$ cat config.mk
export PLATFORM = sky130hd
export DESIGN_NAME = ram_port_arbiter
export DESIGN_NICKNAME = d
export VERILOG_FILES = /design/src/rtl/ram_port_arbiter.sv
export SDC_FILE = /design/constraint.sdc
export NUM_CORES = 1
export LEC_CHECK = 0
export BUFFER_PORTS_ARGS = -buffer_cell sky130_fd_sc_hd__buf_2
export CORE_ASPECT_RATIO = 1.25
export CORE_MARGIN = 2
export CORE_UTILIZATION = 40
export DETAILED_ROUTE_END_ITERATION = 8
export PLACE_DENSITY_LB_ADDON = 0.1
export SYNTH_ARGS = -nofsm -noshare
export SYNTH_HDL_FRONTEND = slang
export SYNTH_SLANG_ARGS = --single-unit
$ cat constraint.sdc
create_clock -name i_clk -period 2.62 [get_ports i_clk]
set_clock_uncertainty 0.1 [all_clocks]
set_input_delay 0.262 -clock i_clk [delete_from_list [all_inputs] [get_ports i_clk]]
set_output_delay 0.262 -clock i_clk [all_outputs]
set_load 0.02 [all_outputs]
$ cat src/rtl/ram_port_arbiter.sv
// Two-port round-robin front end for a single-port RAM with 1-cycle registered reads.
// Only one RAM access is in flight at a time: IDLE arbitrates, ISSUE strobes the RAM, RESP returns read data.
module ram_port_arbiter #(
    parameter int unsigned SIZE_ADDR = 8,
    parameter int unsigned SIZE_DATA = 8
) (
    input  logic                 i_clk,
    input  logic                 i_rst,

    input  logic                 i_req_0,
    input  logic                 i_we_0,
    input  logic [SIZE_ADDR-1:0] i_addr_0,
    input  logic [SIZE_DATA-1:0] i_wdata_0,

    input  logic                 i_req_1,
    input  logic                 i_we_1,
    input  logic [SIZE_ADDR-1:0] i_addr_1,
    input  logic [SIZE_DATA-1:0] i_wdata_1,

    output logic                 o_gnt_0,
    output logic                 o_gnt_1,
    output logic                 o_rvalid_0,
    output logic                 o_rvalid_1,
    output logic [SIZE_DATA-1:0] o_rdata_0,
    output logic [SIZE_DATA-1:0] o_rdata_1,

    output logic                 o_ram_rd_en,
    output logic                 o_ram_wr_en,
    output logic [SIZE_ADDR-1:0] o_ram_addr,
    output logic [SIZE_DATA-1:0] o_ram_wdata,
    input  logic [SIZE_DATA-1:0] i_ram_rdata,

    output logic                 o_busy
);

    typedef enum logic [1:0] {
        IDLE  = 2'd0,
        ISSUE = 2'd1,
        RESP  = 2'd2
    } state_t;

    state_t state;
    logic   rr;       // port that wins the next contended arbitration
    logic   owner;    // port of the access currently in flight

    logic   any_req_c;
    logic   win_c;

    // Winner selection: a lone requester wins, otherwise the round-robin pointer decides.
    always_comb begin
        any_req_c = i_req_0 | i_req_1;
        win_c     = 1'b0;
        if (i_req_0 && i_req_1) begin
            win_c = rr;
        end else if (i_req_1) begin
            win_c = 1'b1;
        end
    end

    always_ff @(posedge i_clk or posedge i_rst) begin
        if (i_rst) begin
            state       <= IDLE;
            rr          <= 1'b0;
            owner       <= 1'b0;
            o_gnt_0     <= 1'b0;
            o_gnt_1     <= 1'b0;
            o_rvalid_0  <= 1'b0;
            o_rvalid_1  <= 1'b0;
            o_rdata_0   <= '0;
            o_rdata_1   <= '0;
            o_ram_rd_en <= 1'b0;
            o_ram_wr_en <= 1'b0;
            o_ram_addr  <= '0;
            o_ram_wdata <= '0;
            o_busy      <= 1'b0;
        end else begin
            // Strobes are single-cycle pulses unless re-asserted below.
            o_gnt_0     <= 1'b0;
            o_gnt_1     <= 1'b0;
            o_rvalid_0  <= 1'b0;
            o_rvalid_1  <= 1'b0;
            o_ram_rd_en <= 1'b0;
            o_ram_wr_en <= 1'b0;

            case (state)
                IDLE: begin
                    if (any_req_c) begin
                        owner <= win_c;
                        rr    <= ~win_c;
                        if (win_c) begin
                            o_gnt_1     <= 1'b1;
                            o_ram_addr  <= i_addr_1;
                            o_ram_wdata <= i_wdata_1;
                            o_ram_wr_en <= i_we_1;
                            o_ram_rd_en <= ~i_we_1;
                        end else begin
                            o_gnt_0     <= 1'b1;
                            o_ram_addr  <= i_addr_0;
                            o_ram_wdata <= i_wdata_0;
                            o_ram_wr_en <= i_we_0;
                            o_ram_rd_en <= ~i_we_0;
                        end
                        state  <= ISSUE;
                        o_busy <= 1'b1;
                    end else begin
                        o_busy <= 1'b0;
                    end
                end

                ISSUE: begin
                    // The RAM performs the access on this edge; reads need one more cycle for data.
                    if (o_ram_wr_en) begin
                        state  <= IDLE;
                        o_busy <= 1'b0;
                    end else begin
                        state  <= RESP;
                        o_busy <= 1'b1;
                    end
                end

                RESP: begin
                    if (owner) begin
                        o_rdata_1  <= i_ram_rdata;
                        o_rvalid_1 <= 1'b1;
                    end else begin
                        o_rdata_0  <= i_ram_rdata;
                        o_rvalid_0 <= 1'b1;
                    end
                    state  <= IDLE;
                    o_busy <= 1'b0;
                end

                default: begin
                    state  <= IDLE;
                    o_busy <= 1'b0;
                end
            endcase
        end
    end

endmodule

==> key figures <==
Status
  – Status: finished, final reports clean

STA
  – Final setup fails: 0
  – Slew Viols, Final: 0
  – Final critical-path share of the clock period: 0.597
  – TNS Setup: 0 ns
  – Unrepaired setup endpoints after global routing: false
  – Slew headroom: 0.415
  – Final WS setup: 1.06 ns
  – Worst-Margin Slew: 0.876 ns
  – Hold Vio Cnt, Final: 0
  – Max Clk Rate: 0.639 GHz
  – Min Tclk post-route: 1.56 ns

Power
  – Switching Share: 0.399
  – Net Sw Power: 1.15 mW
  – Pleak: 1.29 nW
  – Clk network pwr share: 0.159
  – Peak VDD IR: 446 uV
  – Gate power share: 0.452
  – Int Power: 1.74 mW
  – Flop pwr share: 0.389
  – PwrDens: 1220 mW/mm^2
  – Final Power: 2.89 mW

Drt
  – DRC viols: 0
  – Routed WL: 3.79 mm
  – Initial DRC Count: 57
  – Wirelength per Cell: 12.8 microns
  – 1st-pass router iterations: 2
  – Vias per inst: 4.73
  – Remaining antenna violation count after routing: 0
  – Vias post-DR: 1404

Clock tree
  – Post-cts repair resize count: 0
  – Hold_buf cts: 0
  – CTS tree: built
  – Clk_lat worst skew: 0.29 ns
  – Sink Count: 43
  – Post-CTS Setup Bufs: 0
  – Clock transition at the registers of the reported paths: 0.08 ns
  – Inserted Clock Buffers: 5
  – Clock Tree Root: clkbuf_8
  – Deepest level of the CTS H-tree: 2
  – Clock Path Buffers: 2

Placement
  – Placed standard-cell area: 0.00226 sq mm
  – Gpl congestion: 0.722
  – # placed instances: 289
  – Place WS: 1.07 ns
  – Post-DP HPWL: 2.76 mm
  – PortBufs: 84

Cells and area
  – Share of cells above drive strength 1: 0.494
  – Ant. Diodes: 0
  – Area Growth Syn to Fin: 30.1%
  – Non-filler cells, final: 297
  – Nets: 284
  – Design area: 0.00236 sq mm

Synth
  – Register area share after synthesis: 0.593
  – Gate Count Post-Synth: 152
  – Yosys Warn Count: 0
  – Avg Cell Area, Syn: 11.9 sq um
  – Yosys cell types: 24
  – Synth Register Bits: 43
  – Cell area after synthesis: 0.00182 sq mm
  – Syn_nets: 198

Hold path
  – Hold Path Class: in -> async

Floorplan
  – Die Wd: 64.3 microns
  – Initial Util: 0.413
  – Core Rows: 27
  – Boundary Pins: 85
  – Die Y: 79.3 microns
  – Die area: 0.00510 sq mm
  – Total core area: 0.00439 sq mm

Worst setup path
  – CP top delay family: simple AND/OR/NAND/NOR gates
  – CP Cell Sequence: or2_1, nor2_4, or2_2
  – Required @ worst endpoint: 2.70 ns
  – CP max FO: 18
  – CP endpoint kind: register
  – CP Depth: 3
  – End point of the critical path: o_busy$_DFF_PP0_
  – Worst R2R Path Depth: 3
  – Setup CP Type: reg -> reg
  – R2R setup slack: 1.06 ns
  – Worst r2r src: state[1]$_DFFE_PP0P_
  – CP startpoint kind: register
  – Arrival time at the worst endpoint: 1.64 ns
  – Crit. Startpoint: state[1]$_DFFE_PP0P_
  – Slowest stage delay, CP: 0.54 ns
  – CP max stage cell: or2_1
  – Reg2reg end: o_busy$_DFF_PP0_
  – Bufs and invs on worst path: 0

Global route
  – Most Used Layer, Global Route: met2
  – Vias in the first global route: 1432
  – First-pass GRT wire length: 6.38 mm
  – Grt met2 use: 0.301
  – GRT met3 Usage: 0.0482
  – Met1 Use GR: 0.177
  – Largest net degree at the start of global routing: 44
  – Total track usage: 0.165
  – Initial antenna violation count: 0
  – Grt ovf: 0

Job
  – Maxcap violations: 0
-- power by group through the flow --
stage | combinational (mW) | clock [mW] | sequential [mW]
after floorplan | 0.600 | 0 | 1.49
after global placement | 1.31 | 0 | 1.14
after detailed placement | 1.33 | 0 | 1.15
after CTS | 1.33 | 0.478 | 1.13
after global routing | 1.43 | 0.500 | 1.17
final | 1.31 | 0.461 | 1.13
-- layout by cell type (no fill, tap or decap), types with 7 or more instances in the layout --
cell,netlist,final
inv_1,36,35
o21ai_0,8,8
clkbuf_8,0,7
o221ai_1,15,15
o21ai_1,9,9
dfrtp_1,43,43
mux2_2,16,16
buf_2,1,84
-- routing by layer --
metal	vias up	share of wire	wire length, microns
met4	0	0.015	57
met1	669	0.38	1450
met5	-	0	0
met2	46	0.54	2060
li1	685	-	-
met3	4	0.058	220
-- logic make-up after synthesis --
kind of cell / Yosys count / share of synthesized area
buffers and inverters: 42 / 0.106
flip-flops: 43 / 0.593
AO/OA/AOI/OAI: 36 / 0.141
AND/OR/NAND/NOR: 15 / 0.0607
multiplexers: 16 / 0.0992
-- how the worst min path moves through the flow --
stage	endpoint	slack, ns	cells past startpoint
final	o_gnt_0$_DFF_PP0_	0.05	2
after global routing	o_rdata_0[4]$_DFFE_PP0P_	0.10	2
after CTS	owner$_DFFE_PP0P_	0.09	2
after detailed placement	state[1]$_DFFE_PP0P_	0.38	1
after global placement	o_ram_wdata[3]$_DFFE_PP0P_	0.38	2
after floorplan	o_rdata_1[0]$_DFFE_PP0P_	0.31	1
-- worst register-to-register path: cells and delay by family, from the launching register on --
kind             cells  cell delay (ns)
DFF                  1             0.41
and+or+nand+nor      3             0.95
-- state kept, by name, summed over array words and instances, names as in the netlist --
register	count
o_gnt_1	1
o_ram_wr_en	1
state	2
o_rvalid_0	1
o_ram_wdata	8
o_ram_addr	8
o_gnt_0	1
o_ram_rd_en	1
o_rdata_1	8
o_rvalid_1	1
o_rdata_0	8
rr	1
o_busy	1
owner	1
-- final cells by class --
cell class / count / area [sq um]
inverters: 36 / 135
multi-input cells: 67 / 547
repair buffers: 85 / 428
well taps: 58 / 72.6
clock inverters: 1 / 7.51
flip-flops and latches: 43 / 1080
clock buffers: 7 / 96.3
fillers: 432 / 2030
-- synth_stat cells (all sizes together) --
| library cell | instances | share of area |
|---|---|---|
| nand3b | 1 | 0.0062 |
| o21ai | 17 | 0.047 |
| nor3b | 2 | 0.0083 |
| mux2 | 16 | 0.099 |
| and3 | 1 | 0.0034 |
| o21a | 1 | 0.0041 |
| a21boi | 1 | 0.0041 |
| inv | 36 | 0.074 |
| nor2 | 3 | 0.014 |
| nand2b | 1 | 0.0034 |
| nand3 | 3 | 0.014 |
| or2 | 2 | 0.0069 |
| nand2 | 2 | 0.0041 |
| a21bo | 1 | 0.0055 |
| o221ai | 16 | 0.081 |
| buf | 6 | 0.032 |
| dfrtp | 43 | 0.59 |
-- stage by stage --
step	hold slack, ns	util
after CTS	0.0862	0.538
after floorplan	0.313	-
after global placement	0.380	0.514
after global routing	0.103	0.538
after detailed placement	0.385	0.514
final	0.0488	0.538
(Power assumes the default switching activity.)
